## config.mk

```make
export PLATFORM = sky130hd
export DESIGN_NAME = ripple_carry_adder
export DESIGN_NICKNAME = d
export VERILOG_FILES = /design/src/rtl/rca_pkg.sv /design/src/rtl/ripple_carry_adder_full_adder.sv /design/src/rtl/ripple_carry_adder.sv
export SDC_FILE = /design/constraint.sdc
export NUM_CORES = 1
export LEC_CHECK = 0
export BUFFER_PORTS_ARGS = -buffer_cell sky130_fd_sc_hd__buf_2
export CAP_MARGIN = 20
export CORE_AREA = 2 2 39 41
export DETAILED_ROUTE_END_ITERATION = 16
export DIE_AREA = 0 0 41 43
export GPL_TIMING_DRIVEN = 0
export PLACE_DENSITY_LB_ADDON = 0.25
export SLEW_MARGIN = 20
export SYNTH_ARGS = -nofsm -noshare
export SYNTH_HDL_FRONTEND = slang
export SYNTH_SLANG_ARGS = --single-unit
```

## constraint.sdc

```tcl
create_clock -name clk -period 3.4 [get_ports clk]
set_input_delay 0 -clock clk [delete_from_list [all_inputs] [get_ports clk]]
set_output_delay 0 -clock clk [all_outputs]
set_load 0.05 [all_outputs]
```

## src/rtl/rca_pkg.sv

```systemverilog
// rca_pkg: shared constants for the ripple-carry adder slice.
//   RCA_DEFAULT_WIDTH : default operand width of ripple_carry_adder.
package rca_pkg;

    localparam int RCA_DEFAULT_WIDTH = 4;

endpackage : rca_pkg

```

## src/rtl/ripple_carry_adder_full_adder.sv

```systemverilog
// full_adder: one bit slice of the ripple chain.
// Ports:
//   a, b  : operand bits
//   cin   : carry from the previous slice
//   s     : sum bit
//   cout  : carry to the next slice (majority of a, b, cin)
module full_adder (
    input  logic a,
    input  logic b,
    input  logic cin,
    output logic s,
    output logic cout
);

    always_comb begin
        s    = a ^ b ^ cin;
        cout = (a & b) | (a & cin) | (b & cin);
    end

endmodule : full_adder

```

## src/rtl/ripple_carry_adder.sv

```systemverilog
// ripple_carry_adder: N-bit ripple-carry adder with a combinational result
// and a one-cycle registered copy qualified by in_valid.
// Ports:
//   clk, rst_n     : rising-edge clock, asynchronous active-low reset
//   a, b, cin      : unsigned operands and carry-in
//   in_valid       : captures the current sum/cout on the next rising clk
//   sum, cout      : combinational {cout, sum} = a + b + cin
//   sum_q, cout_q  : registered result, held while in_valid is low
//   out_valid      : in_valid delayed by one cycle
//   ovf, ovf_q     : two's-complement overflow (comb / registered), present
//                    only when RIPPLE_CARRY_ADDER_OVF_EN is defined
module ripple_carry_adder
    import rca_pkg::*;
#(
    parameter int N = RCA_DEFAULT_WIDTH
) (
    input  logic         clk,
    input  logic         rst_n,
    input  logic [N-1:0] a,
    input  logic [N-1:0] b,
    input  logic         cin,
    input  logic         in_valid,
    output logic [N-1:0] sum,
    output logic         cout,
    output logic [N-1:0] sum_q,
    output logic         cout_q,
`ifdef RIPPLE_CARRY_ADDER_OVF_EN
    output logic         ovf,
    output logic         ovf_q,
`endif
    output logic         out_valid
);

    if (N < 1) begin : g_bad_width
        $error("ripple_carry_adder: N must be at least 1");
    end

    // carry[i] is the carry into stage i; carry[N] is the final carry-out.
    logic [N:0] carry;

    assign carry[0] = cin;

    for (genvar i = 0; i < N; i++) begin : g_stage
        full_adder u_fa (
            .a    (a[i]),
            .b    (b[i]),
            .cin  (carry[i]),
            .s    (sum[i]),
            .cout (carry[i+1])
        );
    end

    assign cout = carry[N];

`ifdef RIPPLE_CARRY_ADDER_OVF_EN
    // Signed overflow: carry into the sign bit differs from carry out of it.
    assign ovf = carry[N-1] ^ carry[N];
`endif

    always_ff @(posedge clk or negedge rst_n) begin
        if (!rst_n) begin
            sum_q     <= '0;
            cout_q    <= 1'b0;
            out_valid <= 1'b0;
`ifdef RIPPLE_CARRY_ADDER_OVF_EN
            ovf_q     <= 1'b0;
`endif
        end else begin
            out_valid <= in_valid;
            if (in_valid) begin
                sum_q  <= sum;
                cout_q <= cout;
`ifdef RIPPLE_CARRY_ADDER_OVF_EN
                ovf_q  <= ovf;
`endif
            end
        end
    end

endmodule : ripple_carry_adder

```

Word-level counts from Yosys, hierarchy flattened

Cells that the tools add are included.

Bits in registers: 6
Input port bits: 12

Bitwise logic cells: 28

Operator list:

| cell      | number |
|---|---|
| AND 1 bit | 12 |
| OR 1 bit  | 8 |
| XOR 1 bit | 8 |

Logic depth before layout (Yosys ltp)

Gate-level depths: netlist of the first run.

Word-level depth: 12
Gate-level depth with buffers: 9
Depth with buffers taken out: 9

Hierarchy

From an unflattened synthesis of the first run, not the netlist that was laid out.

Cells, all modules: 15
Area, all modules: 286.5 um^2

Modules (own cells, without submodules):

| module             | times used | cells an instance | area an instance (um^2) | seq. area each (um^2) |
|---|---|---|---|---|
| ripple_carry_adder | 1          | 11                | 206.4                   | 150.1 |
| full_adder         | 4          | 1                 | 20.0                    | 0.0 |

Least setup slack after synthesis of the first run

Ideal clock, no wire load.

Path kind: input-to-reg
Start point: input a[0]
End point: register cout_q
Library setup time: 125 ps
Data arrival time: 1721 ps
Data required time: 3275 ps
Path slack: 1554 ps
Stages: 9
Cells stage by stage: inv_1 > fa_1 > inv_1 > fa_1 > fa_1 > inv_1 > fa_1 > inv_1 > mux2_2

Word-level cells in the longest chain between the ends: 12
Elaborated cells between the ends (all ways): 16
Those cells by class: bitwise (16)

RTL lines:

| item                    | line                                | source |
|---|---|---|
| start, declared         | ripple_carry_adder.sv:19            | `input logic [N-1:0] a,` |
| AND 1 bit               | ripple_carry_adder_full_adder.sv:17 | `cout = (a & b) \| (a & cin) \| (b & cin);` |
| OR 1 bit * (2 in a row) | ripple_carry_adder_full_adder.sv:17 |  |
| AND 1 bit               | ripple_carry_adder_full_adder.sv:17 |  |
| OR 1 bit                | ripple_carry_adder_full_adder.sv:17 |  |
| OR 1 bit *              | ripple_carry_adder_full_adder.sv:17 |  |
| AND 1 bit               | ripple_carry_adder_full_adder.sv:17 |  |
| OR 1 bit                | ripple_carry_adder_full_adder.sv:17 |  |
| OR 1 bit *              | ripple_carry_adder_full_adder.sv:17 |  |
| AND 1 bit               | ripple_carry_adder_full_adder.sv:17 |  |
| OR 1 bit                | ripple_carry_adder_full_adder.sv:17 |  |
| OR 1 bit *              | ripple_carry_adder_full_adder.sv:17 |  |
| via cout                | ripple_carry_adder.sv:24            | `output logic cout,` |
| end signal, assigned    | ripple_carry_adder.sv:72            | `cout_q <= cout;` |
| end, declared           | ripple_carry_adder.sv:26            | `output logic cout_q,` |

Mark *: on every way through the listed nets, which the timed path passes. The rest lies on a longest branch.
A chain may end at the register's enable or synchronous reset.

Worst setup path after layout of the first run

Start point: input a[0]
End point: output sum[3]

Word-level cells in the longest chain between the ends: 10
Elaborated cells between the ends (all ways): 13
Those cells by class: bitwise (13)

RTL lines:

| item                    | line                                | source |
|---|---|---|
| AND 1 bit               | ripple_carry_adder_full_adder.sv:17 |  |
| OR 1 bit * (2 in a row) | ripple_carry_adder_full_adder.sv:17 |  |
| AND 1 bit               | ripple_carry_adder_full_adder.sv:17 |  |
| OR 1 bit                | ripple_carry_adder_full_adder.sv:17 |  |
| OR 1 bit *              | ripple_carry_adder_full_adder.sv:17 |  |
| AND 1 bit               | ripple_carry_adder_full_adder.sv:17 |  |
| OR 1 bit                | ripple_carry_adder_full_adder.sv:17 |  |
| OR 1 bit *              | ripple_carry_adder_full_adder.sv:17 |  |
| XOR 1 bit *             | ripple_carry_adder_full_adder.sv:16 | `s = a ^ b ^ cin;` |
| end, declared           | ripple_carry_adder.sv:23            | `output logic [N-1:0] sum,` |

Every way passes the cells marked *; elsewhere a longest branch is shown, timed or not.

==> impl_summary.md, run 1 <==
Outcome
The run finished with clean final reports.

Layout
The repair_antennas step left the layout with diodes totalling 0. The post-route core utilization is 37.9%. The count of cells in the finished layout, fillers not included, comes to 73. Compared with the post-synthesis result, the final layout area differs by 49.1%.

At the end of the flow, the number of nets in the layout was 75. Cells with a size suffix above 1 make up between 50 and 60% of the layout.

Logic synthesis
Each instance of the synthesized netlist takes up on average roughly 12 sq um. In the post-synthesis netlist, the cell with the most instances is inv_1. By area the synthesized netlist is led by dfrtp_1, fa_1, mux2_2. Synthesis instantiated 7 different standard cells from the library. Synthesis produced a netlist with a net count of 46. The count of synthesis-stage warnings from yosys is 0. Sorting the synthesized cells by how often they occur yields inv_1, dfrtp_1, buf_4, fa_1, mux2_2. The biggest area contributor in the post-synthesis netlist is dfrtp_1.

The most used flip-flop cell after synthesis is dfrtp_1. The area share of the largest cell type after synthesis is 42.7%. The part of the Yosys area used for sequential elements is 42.7%. The count of state elements after synthesis is 6. The async set-reset flop share out of synthesis is 100%. Summing every instance area after synthesis gives 352 sq um. In the synthesized netlist, the number of instances is 30. The synthesized design contains 0 enable-type register cells.

Global route
The number of antenna violations at the first check in global routing is 0. The via count of the first global-routing pass came to 268. The wire length of the first global-routing pass is 972 um. The highest-utilization routing layer at the global route stage is met2. In the global route stage, met3 resource usage came out at 6.28%. The met1 layer usage reported by global route is about a tenth. The maximum number of pins on one net before global-route repair is 8. The remaining global-route overflow is 0.

Global routing used roughly 8.4% of the available tracks. The met2 routing resource usage after global routing is 11.9%.

Place
The number of cells in the design after placement is 68. The total of buffers placed on input and output ports is 22. The global placer's final weighted congestion is 0.537.

Timing
For the finished layout, the period the worst path requires is between 2000 and 2500 ps. The worst-case headroom to the max-slew limit is 83.5%. The hold violation total from the final report was 0.

The number of slew-limit violations in the final report is 0. The transition time at the pin with the least slew margin is 249 ps. After routing, the total negative slack on setup checks comes to 0 ps.

For the final database, setup skew stands at 0 ps. The final worst hold slack is 116 ps. After layout, the worst path uses 58.9% of the clock period.

Setup repair after global routing left no endpoint under its margin. Setup violations remaining at the end of the flow were counted as 0. Based on the critical path, the design can be clocked at up to 500 MHz.

Die
In this run the core area contains 14 standard-cell rows. The initial utilization of the core area, before any placement, comes to approximately a quarter. The area of the core region is ~1400 sq um.

The x dimension of the die is 41 um. The die covers 1760 sq um. The die extent in y is 43 um. The number of top-level pins is 23.

Clock tree
At the later pin of the worst-skew pair, clock insertion delay measures 240 ps. The clock buffer count from CTS is 3. The post-CTS clock slew at the launch and capture registers of the worst setup and hold paths is 40 ps. In this run, post-CTS repair resized a total of 0 instances.

The maximum buffer depth of the clock tree is 2. The number of levels in the clock H-tree is 1. The CTS sink count is 6.

TritonCTS built the clock tree. The post-CTS setup repair buffer count is 0. The tree is rooted in a clkbuf_4.

Power and ir drop
In this run, the clock network consumes 20.5% of the power. The ratio of total power to cell area is 584 nW/um^2. The internal power is 0.170 mW. Net switching is about 44% of the power. The analysis attributes to net switching a power of 0.136 mW. The cell leakage power is 0.299 nW. The power share of the combinational group is between 50% and 60%. The maximum vdd drop is 0.217 mV. The power after layout is 0.306 mW. The part of the power in registers is 29.3%.

Detailed routing
After detailed routing, the total wire length is about 570 um. The routed length per instance is 7.84 um. For this block, the via count after detailed routing is 276. The DRC violation count after routing is 0. The detailed-routing iteration count for the pre-antenna-repair pass is 1.

After the first detailed-routing iteration, the DRC count stood at 0. Once detail routing completed, the nets flagged for antenna violations numbered 0. Using the TritonRoute via totals, the vias-per-cell ratio works out to 3.78.

Setup path
The setup path with the least slack is of type in -> out. The startpoint identified for the worst register-to-register timing path is sum_q[2]. The worst register-to-register path ends at sum_q[2]. The endpoint class of the critical path is an output port. The signal arrival time at the worst endpoint is 2000 ps. The cell depth of the worst flop-to-flop path is 1. The worst reg-to-reg setup slack is 2660 ps. In this run the worst path has a maximum fanout of 2. The type of origin of the critical path is an input port.

Data on the critical path is required at its endpoint by 3400 ps.

Min path
The class of the tightest hold or removal check is in -> async.

Flow run
Max-cap violations in this run came to 0.
==> layout make-up <==
type	count	area, sq um
Buffer	4	30.0
Sequential cell	6	150
Timing Repair Buffer	24	130
Multi-Input combinational cell	10	134
Inverter	10	37.5
Fill cell	148	860
Clock buffer	3	22.5
Tap cell	16	20.0
==> through the flow <==
step	area [sq um]	setup slack, ps
after floorplan	352	1550
after global placement	482	1360
after detailed placement	482	1360
after CTS	524	1360
after global routing	524	1300
final	524	1400
==> power by group through the flow <==
| stage | clock, mW | combinational, mW | sequential, mW |
|---|---|---|---|
| global route | 0.0714 | 0.165 | 0.0914 |
| global placement | 0 | 0.154 | 0.0908 |
| finish | 0.0626 | 0.154 | 0.0895 |
| CTS | 0.0665 | 0.156 | 0.0898 |
| floorplan | 0 | 0.0730 | 0.136 |
| detailed placement | 0 | 0.154 | 0.0908 |
==> state kept, by name (all words and copies together) (netlist names) <==
signal / count
sum_q: 4
out_valid: 1
cout_q: 1
==> layout by cell type, fill, tap and decap left out, drive strengths merged <==
cell type,n
dfrtp,6
dlygate4sd3,2
fa,4
nor2,1
inv,10
clkbuf,3
buf,26
mux2,4
a21oi,1
==> routing by layer <==
| metal | wire [um] | part of all wire (%) |
|---|---|---|
| met1 | 237 | 41 |
| met2 | 231 | 40 |
| met3 | 104 | 18 |
| met4 | 0 | 0 |
| met5 | 0 | 0 |
==> repair_timing <==
| item | CTS | global route |
|---|---|---|
| setup endpoints to repair | 0 | 0 |
| hold buffers | 2 | 0 |
| endpoints found under the hold margin | 7 | 0 |
==> cells by family after synthesis <==
family,after synthesis,share of synthesized area (%)
AND/OR/NAND/NOR,1,1.07
flip-flops,6,42.7
AO/OA/AOI/OAI,1,1.42
buffers and inverters,14,19.2
adder cells (fa/ha/maj),4,22.8
multiplexers,4,12.8
==> worst max-delay path: stages <==
cell,delay (ps)
buf_2,90
inv_1,60
fa_1,160
inv_1,50
fa_1,370
fa_1,360
inv_1,70
fa_1,400
inv_1,80
buf_4,100
buf_2,240
==> worst max path at each step <==
stage,start,to,slack (ps),cells past startpoint
6_report,a[0],sum[3],1400,11
5_1_grt,a[0],sum[3],1300,11
4_1_cts,a[0],sum[3],1360,11
3_5_place_dp,a[0],sum[3],1360,11
3_3_place_gp,a[0],sum[3],1360,11
2_1_floorplan,a[0],cout_q,1550,9
No activity file was read; power rests on OpenSTA's default activity.
==> run 2, diff against run 1 <==
Clock period 3.4 ns to 2 ns, I/O delays scaled along.
==> run 2 against run 1 <==
  * Design area grew 1.9%
  * Largest cell class unchanged
  * Routed wire length up 1.0%
  * Combinational power is 77% higher
  * Critical endpoint unchanged
  * Critical path depth did not move
  * Global-route usage is the same
==> impl_summary.md, run 2 (synthesis gave the netlist of run 1 again) <==
Global route
The via count of the first global-routing pass is 268 (unchanged). The maximum number of pins on one net before global-route repair is 8 (unchanged). After global routing, the most crowded layer is met2. The met2 routing resource usage after global routing is 11.9% (unchanged).

The number of antenna violations at the first check in global routing is 0 (unchanged). The met1 layer usage reported by global route is 9.76% (unchanged). The wire length of the first global-routing pass is 972 um (unchanged).

The remaining global-route overflow was 0 (unchanged). The total global routing track utilization is 8.35% (unchanged). The global-route track usage on met3 is 6.28% (unchanged).

Setup path
The number of cells on the critical path is 11 (unchanged). The signal arrival time at the worst endpoint is 1910 ps (-90 ps). The type of the worst setup path is in -> out. The most critical setup path has its endpoint at sum[3].

The largest incremental delay on the critical path is 400 ps (about the same). Broken down by cell family, the worst path's largest delay share belongs to adder cells. In this run the critical register-to-register path is launched from sum_q[2]. The worst setup path is launched from an input port. The cell depth of the worst flop-to-flop path is 1 (unchanged). The worst flop-to-flop path endpoint is sum_q[2]. Walking the worst path, the cells encountered are buf_2 -> inv_1 -> fa_1 -> inv_1 -> fa_1 -> fa_1 -> inv_1 -> fa_1 -> inv_1 -> buf_4 -> buf_8.

Among all stages on the critical path, the largest delay is contributed by fa_1. The critical path launch point is a[0]. The required time at the worst-slack endpoint came to 2000 ps (-1400 ps).

The worst reg-to-reg setup slack came to 1260 ps (-1400 ps). STA classifies the critical path endpoint as an output port. The combined buffer and inverter count along the critical path is 7 (unchanged). The maximum fanout along the worst path is 2 (unchanged).

Place
The total of buffers placed on input and output ports is 22 (unchanged). The global placer's final weighted congestion came to 0.537 (unchanged). The worst-case setup slack after placement was -43.7 ps (-1400 ps).

Timing
The final worst setup slack is 93.0 ps (-1310 ps). Timing would allow up to 524 MHz. The post-layout minimum cycle time is 1910 ps.

The number of setup violations in the final report is 0 (unchanged). The hold violation total from the final report is 0 (unchanged). The clock skew after layout is 0 ps (unchanged). The number of slew-limit violations in the final report is 0 (unchanged). The transition time at the pin with the least slew margin was 249 ps (-0.141 ps). In the finished design, the share of the clock period the worst path needs comes to 95.3%. The worst-case headroom to the max-slew limit is 83.5% (about the same).

Die
The starting density of the core is 25.4% (unchanged). The number of top-level pins was 23 (unchanged). The die extent in y came to 43 um (unchanged).

The area of the core region came to 1380 sq um (unchanged). The die footprint came to 1760 sq um (unchanged). The number of placement rows is 14 (unchanged).

The x dimension of the die is 41 um (unchanged).

Layout
The share of final-layout standard cells stronger than drive strength 1 is 57.9% (unchanged). In the final layout, the registers with the most flip-flops are sum_q (4), cout_q (1), out_valid (1). The most common cell after layout, fill and taps aside is buf_2. The number of filler instances in the final layout is 145 (-2.0%). The flip-flop count of the largest register after layout is 4 (unchanged).

The register area is 150 sq um (unchanged). In the layout the commonest cells are buf_2, inv_1, dfrtp_1. The area growth from synthesis to layout is 52.0%. The area used by multi-input combinational logic came to 134 sq um (unchanged). The number of antenna cells inserted was 0 (unchanged). The most flop-heavy register is sum_q. The count of nets after finishing is 75 (unchanged).

Clock tree
The post-CTS clock slew at the launch and capture registers of the worst setup and hold paths is 40 ps (about the same). The number of levels in the clock H-tree is 1 (unchanged). The clock buffer count from CTS is 3 (unchanged). The CTS tree is yes. The CTS sink count is 6 (unchanged). The clock root buffer is clkbuf_4. The maximum buffer depth of the clock tree was 2 (unchanged). The post-CTS setup repair buffer count is 0 (unchanged). The source-to-sink clock delay at the later pin of the worst-skew pair came to 240 ps (about the same).

Outcome
The flow ran to the end, and the final reports show no timing, DRC or antenna violations.

Detailed routing
The number of antenna-violating nets in the routed design is 0 (unchanged). The detailed-routing iteration count for the pre-antenna-repair pass was 1 (unchanged). The total via count after detailed routing is 276 (unchanged).

The total wire length after detailed routing is 578 um (+1.0%). The ratio of routed vias to standard cells is 3.78 (unchanged). The DRC violation count after routing is 0 (unchanged). The routed length per instance came to 7.92 um (+1.0%). The number of DRC markers after the initial detailed-route iteration is 0 (unchanged).

Power and ir drop
The maximum vdd drop is 0.369 mV (+70%). The power share of the combinational group is 51.3% (+1.0 points). The power after layout is 0.531 mW (+73%).

The internal power is 0.298 mW (+75%). The ratio of total power to cell area was 993 nW/um^2 (+70%). The cell leakage power came to 0.302 nW (+1.2%). The net switching power came to 0.233 mW (+71%). The proportion of total power due to net switching came to 43.9% (-0.48 points). The part of the power in registers was 28.7% (-0.6 points). The fraction of power consumed by the clock network is 20.1% (-0.4 points).

Min path
The class of the tightest hold or removal check is in -> async.

Flow run
The number of max-cap violations was 0 (unchanged).
[run 2: power by group through the flow]
stage,sequential [mW],combinational [mW],clock (mW)
3_3_place_gp,0.154,0.262,0
5_1_grt,0.155,0.291,0.121
3_5_place_dp,0.154,0.262,0
4_1_cts,0.153,0.268,0.113
6_report,0.152,0.272,0.106
2_1_floorplan,0.232,0.124,0
[run 2: area by class of cell]
cell class,count,share of cell area [%]
Buffer,4,5.62
Multi-Input combinational cell,10,25.1
Sequential cell,6,28.1
Timing Repair Buffer,24,26.2
Inverter,10,7.03
Clock buffer,3,4.22
Tap cell,16,3.75
[run 2: worst min path at each step]
stage / end / slack [ps] / depth (start not counted)
global route: sum_q[2] / 140 / 2
detailed placement: sum_q[1] / -170 / 1
finish: sum_q[0] / 120 / 2
CTS: out_valid / 110 / 2
floorplan: cout_q / -300 / 0
global placement: sum_q[0] / -170 / 1
[run 2: layer usage]
layer / wire length [um] / part of all wire, %
met3: 105 / 18
met4: 0 / 0
met1: 241 / 42
met5: 0 / 0
met2: 231 / 40
[run 2: repair_timing]
item / 4_1_cts / 5_1_grt
endpoints found under the setup margin: 1 / 1
resized for setup: 1 / 2
hold buffers: 2 / 0
endpoints found under the hold margin: 7 / 0
[run 2: stage by stage]
stage	utilization (%)	std cells	hold slack [ps]	cell area (sq um)	setup TNS, ps
after floorplan	-	30	-296	352	0
after detailed placement	34.8	68	-167	482	-43.7
after global placement	34.8	68	-169	482	-37.5
final	38.6	73	116	534	0
after global routing	38.6	73	137	534	-3.36
after CTS	38.1	73	110	527	0
==> run 3, diff against run 2 <==
Settings changed: BUFFER_PORTS_ARGS -buffer_cell sky130_fd_sc_hd__buf_2 to unset, DONT_BUFFER_PORTS set to 1, GPL_ROUTABILITY_DRIVEN set to 0, MAX_ROUTING_LAYER set to met4.
==> run 3 against run 2 <==
  * Clock power about the same
  * Cell count is 30% lower
  * Non-clock buffer count fell by 22
  * Register-to-register slack worse by 280 ps
  * Critical endpoint unchanged
  * Largest cell class is now flip-flops and latches
  * Largest power group is now registers
  * Highest routed layer unchanged
==> impl_summary.md, run 3 (synthesis gave the netlist of run 1 again) <==
Clock tree
The number of levels in the clock H-tree is 1 (unchanged). TritonCTS built the clock tree. The maximum buffer depth of the clock tree is 2 (unchanged). The CTS sink count is 6 (unchanged). The clock buffer count from CTS is 3 (unchanged).

The source-to-sink clock delay at the later pin of the worst-skew pair is 240 ps (about the same). The cell sitting at the root of the clock tree is a clkbuf_4. The post-cts resize count is 0 (-1). The post-CTS clock slew at the launch and capture registers of the worst setup and hold paths is 40 ps (about the same). The post-CTS setup repair buffer count is 0 (unchanged).

Layout
The library cell used most frequently in the layout, excluding fill and tap cells, is inv_1. The flip-flop count of the largest register after layout was 4 (unchanged). The number of antenna cells inserted is 0 (unchanged).

The share of final-layout standard cells stronger than drive strength 1 is 31.4% (-26 points). The largest registers in the layout are sum_q (4), cout_q (1), out_valid (1). The post-route core utilization came to 29.9% (-8.7 points).

Relative to the synthesized area, the layout overhead comes to 17.8%. The number of filler instances in the final layout is 152 (+4.8%). The count of nets after finishing is 53 (-29%). sum_q holds more flip-flops than any other register.

Leaving out fill and tap cells, the most frequent cells in the layout are inv_1, dfrtp_1, mux2_2, fa_1, buf_4.

Global route
The via count of the first global-routing pass came to 205 (-24%). The wire length of the first global-routing pass was 841 um (-13%). The maximum number of pins on one net before global-route repair is 8 (unchanged).

The number of antenna violations at the first check in global routing was 0 (unchanged). The total global routing track utilization is 7.89% (-0.46 points). The remaining global-route overflow is 0 (unchanged).

Timing
The final worst hold slack came to 70.0 ps (-45.8 ps). The clock skew after layout is 0 ps (unchanged). The transition time at the pin with the least slew margin is 476 ps (+227 ps). The worst-case headroom to the max-slew limit is 68.3% (-15 points).

The sum of negative setup slack was 0 ps (unchanged). The final critical-path share of the clock period is 87.6% (-7.7 points). Setup repair after global routing left no endpoint under its margin. The maximum clock frequency is 571 MHz (+8.8%). The number of slew-limit violations in the final report is 0 (unchanged). The hold violation total from the final report was 0 (unchanged). The number of setup violations in the final report is 0 (unchanged).

The post-layout minimum cycle time is 1750 ps (-154 ps).

Setup path
The largest incremental delay on the critical path was 400 ps (about the same). The cell depth of the worst flop-to-flop path was 1 (unchanged). The type of the worst setup path is in -> out. The maximum fanout along the worst path is 2 (unchanged).

The required time at the worst-slack endpoint is 2000 ps (about the same). The endpoint class of the critical path is an output port. In this run the critical register-to-register path is launched from sum_q[1]. The signal arrival time at the worst endpoint is 1750 ps (-160 ps). The type of origin of the critical path is an input port. Traced cell by cell, the critical path runs through inv_1 -> fa_1 -> inv_1 -> fa_1 -> fa_1 -> inv_1 -> fa_1 -> inv_1 -> buf_4. The slowest stage of the critical path is the fa_1 cell. The worst reg-to-reg setup slack is 980 ps (-280 ps). In this run the critical register-to-register path is captured at sum_q[1].

Power and ir drop
The power after layout is 0.479 mW (-9.7%). The ratio of total power to cell area is 1160 nW/um^2 (+16%). The maximum vdd drop is 0.384 mV (+3.9%). The cell leakage power is 0.212 nW (-30%).

Die
The starting density of the core is 25.4% (unchanged). The die footprint is 1760 sq um (unchanged). The area of the core region was 1380 sq um (unchanged). The x dimension of the die came to 41 um (unchanged). The number of placement rows was 14 (unchanged). The die extent in y was 43 um (unchanged). The number of top-level pins came to 23 (unchanged).

Detailed routing
The detailed-routing iteration count for the pre-antenna-repair pass was 2 (+1). The ratio of routed vias to standard cells is 4.12 (+8.9%). The number of antenna-violating nets in the routed design is 0 (unchanged). The routed length per instance is 10.8 um (+36%). The DRC violation count after routing was 0 (unchanged).

The total wire length after detailed routing is 550 um (-4.8%). The number of DRC markers after the initial detailed-route iteration was 1 (+1). The total via count after detailed routing is 210 (-24%).

Place
Detailed placement ended at an HPWL of 475 um. The total of buffers placed on input and output ports is 0 (-100%).

Outcome
The run finished with clean final reports.

Min path
The class of the tightest hold or removal check is in -> async.

Flow run
The number of max-cap violations is 0 (unchanged).
-- run 3: cell types whose count changed in the layout (fill, tap and decap cells not counted), sizes merged --
cell	change
buf	-22
-- run 3: what timing repair did --
item,CTS,global route
endpoints found under the hold margin,12,0
setup endpoints to repair,0,0
hold buffers,2,0
-- run 3: how the worst max path moves through the flow --
stage / from / endpoint / slack, ps / cells past startpoint
floorplan: a[0] / cout_q / 150 / 9
global placement: a[0] / cout_q / 80 / 9
detailed placement: a[0] / cout_q / 60 / 9
CTS: a[0] / sum[3] / 210 / 9
global route: a[0] / sum[3] / 160 / 9
finish: a[0] / sum[3] / 250 / 9
-- run 3: report_power, final --
group | switching, mW | internal (mW)
Sequential | 0.0916 | 0.142
Clock | 0.0397 | 0.0676
Combinational | 0.0906 | 0.0474
Total | 0.222 | 0.257
-- run 3: layer usage --
metal  up-vias  GRT usage (%)  routed length [um]  part of all wire (%)
li1         92              -                   -                     -
met1       103           6.62                 198                    36
met2        15           10.6                 249                    45
met3         0           9.95                 102                    19
met4         0           2.00                   0                     0
met5         -              -                   0                     0
-- run 3: final cells by class --
type	count	area (sq um)	share of cell area, %
plain buffers	4	30.0	7.25
clock buffers	3	22.5	5.44
inverters	10	37.5	9.06
multi-input cells	10	134	32.3
flip-flops and latches	6	150	36.3
well taps	16	20.0	4.83
repair buffers	2	20.0	4.83
-- run 3: through the flow --
stage          cell area [sq um]  setup slack [ps]  instances
6_report                     414               247         51
2_1_floorplan                352               154         30
3_5_place_dp                 372              59.9         46
4_1_cts                      414               212         51
5_1_grt                      414               157         51
3_3_place_gp                 372              78.9         46
-- run 3: critical path, delay by kind of cell --
family                   cells  cell delay (ps)
adder cells (fa/ha/maj)      4             1300
buffers and inverters        5              450
